[src/rtl/popcount_acc.sv]
// XNOR-popcount accumulator: masked beat -> registered adder tree -> saturating
// group accumulator emitting one signed sum per i_last-terminated group.
module popcount_acc #(
  parameter int  DATA_W  = 64,
  parameter int  ACC_W   = 16,
  parameter bit  XNOR_EN = 1'b1,
  localparam int LEN_W   = $clog2(DATA_W) + 1
) (
  input  logic              clk,
  input  logic              rst,
  input  logic [DATA_W-1:0] stream_i,
  input  logic [DATA_W-1:0] weight_i,
  input  logic              i_val,
  input  logic              i_last,
  input  logic [LEN_W-1:0]  i_len,
  output logic [ACC_W-1:0]  stream_o,
  output logic              o_val,
  output logic              o_sat
);

  localparam int LVLS = $clog2(DATA_W);

  logic [DATA_W-1:0] x_s;
  logic [DATA_W-1:0] xm_s;
  logic [LEN_W-1:0]  n_s;

  // Beat preprocessing: optional XNOR, effective bit count, tail masking.
  always_comb begin
    x_s  = XNOR_EN ? ~(stream_i ^ weight_i) : stream_i;
    n_s  = LEN_W'(DATA_W);
    xm_s = '0;
    if (i_last && (i_len != '0) && (i_len <= LEN_W'(DATA_W))) begin
      n_s = i_len;
    end else begin
      n_s = LEN_W'(DATA_W);
    end
    for (int j = 0; j < DATA_W; j++) begin
      xm_s[j] = x_s[j] & (LEN_W'(j) < n_s);
    end
  end

  // Adder tree: level k holds DATA_W>>k partial counts of k+1 bits each.
  for (genvar k = 1; k <= LVLS; k++) begin : g_lvl
    localparam int NK = DATA_W >> k;
    logic [k:0] sum_q [NK];
    if (k == 1) begin : g_first
      always_ff @(posedge clk) begin
        for (int j = 0; j < NK; j++) begin
          sum_q[j] <= {1'b0, xm_s[2*j]} + {1'b0, xm_s[2*j+1]};
        end
      end
    end else begin : g_rest
      always_ff @(posedge clk) begin
        for (int j = 0; j < NK; j++) begin
          sum_q[j] <= {1'b0, g_lvl[k-1].sum_q[2*j]} + {1'b0, g_lvl[k-1].sum_q[2*j+1]};
        end
      end
    end
  end

  logic [LVLS-1:0] val_q;
  logic [LVLS-1:0] last_q;
  logic [LEN_W-1:0] n_q [LVLS];

  // Valid sideband shadows the tree; clearing it on reset discards in-flight beats.
  always_ff @(posedge clk) begin
    if (rst) begin
      val_q <= '0;
    end else begin
      val_q[0] <= i_val;
      for (int k = 1; k < LVLS; k++) begin
        val_q[k] <= val_q[k-1];
      end
    end
  end

  // Last flag and bit count ride alongside the tree without reset.
  always_ff @(posedge clk) begin
    last_q[0] <= i_last;
    n_q[0]    <= n_s;
    for (int k = 1; k < LVLS; k++) begin
      last_q[k] <= last_q[k-1];
      n_q[k]    <= n_q[k-1];
    end
  end

  logic [LVLS:0]         pc_s;
  logic signed [ACC_W:0] v_s;
  logic signed [ACC_W:0] sum_s;
  logic [ACC_W-1:0]      clamp_s;
  logic                  ovf_s;
  logic [ACC_W-1:0]      acc_q, acc_d;
  logic                  sticky_q, sticky_d;
  logic [ACC_W-1:0]      out_q, out_d;
  logic                  oval_q, oval_d;
  logic                  osat_q, osat_d;

  assign pc_s = g_lvl[LVLS].sum_q[0];

  // Beat value 2*pc-n, saturating add, group close-out on the last beat.
  always_comb begin
    acc_d    = acc_q;
    sticky_d = sticky_q;
    out_d    = out_q;
    osat_d   = osat_q;
    oval_d   = 1'b0;
    v_s      = $signed({{(ACC_W-LVLS-1){1'b0}}, pc_s, 1'b0})
             - $signed({{(ACC_W-LVLS){1'b0}}, n_q[LVLS-1]});
    sum_s    = $signed({acc_q[ACC_W-1], acc_q}) + v_s;
    // The sum always fits ACC_W+1 bits, so overflow shows as the top two bits differing.
    ovf_s    = sum_s[ACC_W] != sum_s[ACC_W-1];
    if (ovf_s) begin
      clamp_s = sum_s[ACC_W] ? {1'b1, {(ACC_W-1){1'b0}}} : {1'b0, {(ACC_W-1){1'b1}}};
    end else begin
      clamp_s = sum_s[ACC_W-1:0];
    end
    if (val_q[LVLS-1] && last_q[LVLS-1]) begin
      out_d    = clamp_s;
      osat_d   = sticky_q | ovf_s;
      oval_d   = 1'b1;
      acc_d    = '0;
      sticky_d = 1'b0;
    end else if (val_q[LVLS-1]) begin
      acc_d    = clamp_s;
      sticky_d = sticky_q | ovf_s;
    end else begin
      acc_d    = acc_q;
      sticky_d = sticky_q;
    end
  end

  // Accumulator and output registers.
  always_ff @(posedge clk) begin
    if (rst) begin
      acc_q    <= '0;
      sticky_q <= 1'b0;
      out_q    <= '0;
      oval_q   <= 1'b0;
      osat_q   <= 1'b0;
    end else begin
      acc_q    <= acc_d;
      sticky_q <= sticky_d;
      out_q    <= out_d;
      oval_q   <= oval_d;
      osat_q   <= osat_d;
    end
  end

  assign stream_o = out_q;
  assign o_val    = oval_q;
  assign o_sat    = osat_q;

endmodule

[config.mk]
export PLATFORM = sky130hd
export DESIGN_NAME = popcount_acc
export DESIGN_NICKNAME = d
export VERILOG_FILES = /design/src/rtl/popcount_acc.sv
export SDC_FILE = /design/constraint.sdc
export NUM_CORES = 1
export LEC_CHECK = 0
export CAP_MARGIN = 20
export CELL_PAD_IN_SITES_DETAIL_PLACEMENT = 1
export CELL_PAD_IN_SITES_GLOBAL_PLACEMENT = 1
export CORE_AREA = 2 2 113 224
export CTS_CLUSTER_DIAMETER = 30
export CTS_CLUSTER_SIZE = 14
export DETAILED_ROUTE_END_ITERATION = 10
export DIE_AREA = 0 0 115 226
export GPL_ROUTABILITY_DRIVEN = 0
export GPL_TIMING_DRIVEN = 1
export PLACE_DENSITY_LB_ADDON = 0.1
export SLEW_MARGIN = 20
export SYNTH_ARGS = -nofsm -noshare
export SYNTH_HDL_FRONTEND = slang
export SYNTH_SLANG_ARGS = --single-unit
[constraint.sdc]
create_clock -name clk -period 9.8 [get_ports clk]
set_input_delay 0.98 -clock clk [delete_from_list [all_inputs] [get_ports clk]]
set_output_delay 0.98 -clock clk [all_outputs]
set_load 0.01 [all_outputs]
==> impl_metrics.toml <==
[final_layout]
finish.cell_count_without_fillers = 1495
layout-drive-gt1-share_pct = 6.06
areaGrowthSynthToFinish_pct = 27.3
multi_input_area_um2 = 5350
fillerInstances = 2539
finish.utilization_pct = 58.5
design.final.nets = 1480
ff_latch_area_um2 = 5450
diode_count = 0

[floorplan]
die_w_um = 115
coreArea_um2 = 24300
design.portCount = 157
fp.dieArea_um2 = 26000
initial_utilization_pct = 46.0
die_height_um = 226
floorplan.rows = 81

[synthesis]
synth_cells = 1005
synth_seq_area_share_pct = 48.7
synthMuxAreaShare_pct = 0.134
synth_compound_gate_area_share_pct = 12.4
synthDominantAreaCellType = "sky130_fd_sc_hd__dfxtp_1"
synth-async-reset-ratio_pct = 0
synth_seq_cells = 272
synth_area_per_cell_um2 = 11.1
synthFlopType = "sky130_fd_sc_hd__dfxtp_1"
number_of_enable_type_register_cells_in_the_synthesized_netlist = 0
post_synth_main_area_contributors = "sky130_fd_sc_hd__dfxtp_1 (49%), sky130_fd_sc_hd__ha_1 (14%), sky130_fd_sc_hd__fa_1 (5.9%)"
netlist-cell-type-count = 51
syn-cell-area_um2 = 11200
post_synth_xor_area_fraction_pct = 8.53
largest_family_of_logic_cells_by_synthesized_area = "adder cells"
post_synthesis_adder_cell_area_fraction_pct = 20.1
post_synth_and_or_nand_nor_area_fraction_pct = 6.57
mappedNetlistNets = 1304
synth.yosys.warnings = 0
netlist.area_leader.share_pct = 48.7

[global_route]
grt.met1_usage_pct = 17.7
grt-busiest-layer = "met2"
grt_pass1_wl_um = 44200
antenna_found_initial = 0
grt_overflow_total = 0
first_global_vias = 9007
grt_use_met3_pct = 2.93
met2_usage_pct = 46.1
pin_count_of_the_biggest_net_entering_global_routing = 26
overall_routing_resource_usage_pct = 22.3

[sta]
worst_slew_pin_slew_ns = 0.916
timing.clock.skew_ns = 0.0147
grt_setup_unrepaired = "no"
clock.fmax_ghz = 0.221
timing.final.hold_violations = 0
fin_ws_ns = 5.27
hold_slack_ns = 0.318
final.min_clock_period_ns = 4.53
finalSetupViolations = 0
final.setup.tns_ns = 0
slew_headroom_pct = 38.5
timing.final.max_slew_violations = 0
period_share_pct = 46.3

[clocking]
cts_sinks = 272
root_buffer = "sky130_fd_sc_hd__clkbuf_16"
clkTransAtPathRegs_ns = 0.06
cts_tree = "built"
clock_tree.htree_level_count = 2
clock_insertion_delay_worst_skew_ns = 0.51
post-cts-setup-buffers = 0
clock_path_buffers = 3
cts_inserted_buffers = 36
cts_hold_repair.buffers = 0
cts.repair.resized = 0

[setup_path]
cpPeakStageDelay_ns = 0.52
critical_path.cell_chain = "inv_1 -> fa_1 -> a21oi_1 -> nor2_1 -> nor2_1 -> o21bai_1 -> a21oi_1 -> nor2b_1 -> nor3_2 -> ha_1 -> a21oi_1 -> o21ai_0 -> a211oi_1 -> a211oi_2 -> and2_1 -> nor2_1 -> o21ai_0"
setup.worst_path.start_class = "flop"
critPathSlowestCell = "sky130_fd_sc_hd__nor3_2"
worst-path-buf-inv = 1
worstPathArrival_ns = 4.95
cp_top_family = "compound AO/OA/AOI/OAI gates"
crit_fanout = 12
worst-setup-path-type = "flop to flop"
worst_setup_path_end_kind = "flop"
required_ns = 10.22

[drt]
drt-vias-per-instance = 5.17
wl_per_cell_um = 18.3
drt-pass1-iter-count = 4
remaining_drc_errors = 0
antenna_left = 0
routed_wirelength_um = 27400
num_vias = 7725
drt_iter0_markers = 244

[pwr]
cellPowerDensity_nw_per_um2 = 294
ir_worst_vdd_mv = 0.147
power_leakage_nw = 6.51

[placed_design]
port_buffers = 156
detailed_place_hpwl_um = 21700
post-place-cells = 1433
pre_cts_ws_ns = 4.92

[worst_hold_path]
worstHoldPathType = "flop to flop"

[outcome]
outcome = "finished, final reports clean"

[job]
cap_viol_max_count = 0
-- logic make-up (layout without fill, tap and decap cells) --
logic type	count (synthesis)	count (layout)
DFF	272	272
AOI/OAI and AO/OA	214	214
adders and majority gates	160	160
and+or+nand+nor	148	148
xor gates and xnor gates	109	109
buffers and inverters	101	301
muxes	1	1
-- flip-flops by register name, indices dropped and copies added, names as in the netlist --
signal	count
acc_q	16
g_lvl.sum_q	183
last_q	6
n_q	42
o_sat	1
o_val	1
sticky_q	1
stream_o	16
val_q	6
-- per-stage QoR --
step,total power [W],cell area (µm²)
global route,0.00449,14200
global placement,0.00283,13000
floorplan,0.00245,11200
CTS,0.00427,14200
finish,0.00419,14200
detailed placement,0.00292,13000
-- where the power goes --
| group | internal, W | switching (W) | leakage [nW] |
|---|---|---|---|
| logic | 0.000625 | 0.000782 | 3.66 |
| clock network | 0.000782 | 0.000500 | 0.587 |
| registers | 0.00139 | 0.000117 | 2.26 |
| total | 0.00279 | 0.00140 | 6.51 |
-- path summary, 6_finish.rpt --
check / from / end / slack [ns] / cells after the start
setup / recovery: n_q[5][0]$_DFF_P_ / acc_q[2]$_SDFFE_PP0P_ / 5.27 / 17
hold / removal: n_q[2][3]$_DFF_P_ / n_q[3][3]$_DFF_P_ / 0.32 / 0
setup reg to reg: n_q[5][0]$_DFF_P_ / acc_q[2]$_SDFFE_PP0P_ / 5.27 / 17
hold reg to reg: n_q[2][3]$_DFF_P_ / n_q[3][3]$_DFF_P_ / 0.32 / 0
-- cells in the mapped netlist (11+ instances only) --
library cell and count:
sky130_fd_sc_hd__xor2_1 70, sky130_fd_sc_hd__ha_1 127, sky130_fd_sc_hd__xnor2_1 39, sky130_fd_sc_hd__nor2_1 42, sky130_fd_sc_hd__nand2b_1 11, sky130_fd_sc_hd__inv_1 79, sky130_fd_sc_hd__a21oi_1 65, sky130_fd_sc_hd__nor2b_1 16
sky130_fd_sc_hd__o21ai_1 15, sky130_fd_sc_hd__fa_1 33, sky130_fd_sc_hd__nand2_1 34, sky130_fd_sc_hd__a21o_1 34, sky130_fd_sc_hd__dfxtp_1 272, sky130_fd_sc_hd__clkbuf_1 14, sky130_fd_sc_hd__o21ai_0 27, sky130_fd_sc_hd__a211oi_1 38
-- routing by layer --
layer	wire, µm	vias up
met4	2160	0
li1	-	3773
met5	0	-
met3	874	100
met1	8000	3620
met2	16400	232
-- cells in the final DEF, fill, tap and decap left out, types with 3 or more instances in the layout --
master | Yosys | final
sky130_fd_sc_hd__dfxtp_1 | 272 | 272
sky130_fd_sc_hd__ha_1 | 127 | 127
sky130_fd_sc_hd__nor3_1 | 7 | 6
sky130_fd_sc_hd__nor3b_1 | 3 | 3
sky130_fd_sc_hd__nor2b_1 | 16 | 16
sky130_fd_sc_hd__clkinv_8 | 0 | 3
sky130_fd_sc_hd__clkbuf_8 | 0 | 3
sky130_fd_sc_hd__clkinv_4 | 0 | 3
sky130_fd_sc_hd__and2_1 | 9 | 9
sky130_fd_sc_hd__nor2_1 | 42 | 42
sky130_fd_sc_hd__inv_1 | 79 | 79
sky130_fd_sc_hd__a221o_1 | 10 | 10
sky130_fd_sc_hd__clkbuf_1 | 14 | 3
sky130_fd_sc_hd__a21o_1 | 34 | 34
sky130_fd_sc_hd__nand3_1 | 9 | 9
sky130_fd_sc_hd__a21oi_1 | 65 | 65
sky130_fd_sc_hd__nand2b_1 | 11 | 11
sky130_fd_sc_hd__inv_6 | 0 | 6
sky130_fd_sc_hd__nand2_1 | 34 | 34
sky130_fd_sc_hd__o21ai_0 | 27 | 27
sky130_fd_sc_hd__xnor2_1 | 39 | 39
sky130_fd_sc_hd__xor2_1 | 70 | 70
sky130_fd_sc_hd__clkinv_2 | 0 | 3
sky130_fd_sc_hd__and3_1 | 7 | 7
sky130_fd_sc_hd__a211oi_1 | 38 | 38
sky130_fd_sc_hd__fa_1 | 33 | 33
sky130_fd_sc_hd__o211ai_1 | 5 | 5
sky130_fd_sc_hd__o21a_1 | 3 | 3
sky130_fd_sc_hd__o21ai_1 | 15 | 15
sky130_fd_sc_hd__clkdlybuf4s50_1 | 0 | 156
sky130_fd_sc_hd__o21bai_1 | 4 | 4
sky130_fd_sc_hd__clkbuf_16 | 0 | 37
-- layout make-up --
| type | count | share of cell area, % |
|---|---|---|
| clock buffer | 43 | 6.87 |
| multi-input combinational | 632 | 37.6 |
| tap | 290 | 2.55 |
| sequential | 272 | 38.2 |
| inverter | 81 | 2.14 |
| clock inverter | 19 | 1.56 |
| timing repair buffer | 158 | 11.1 |
Note: power is estimated with default switching activity, not from simulation.
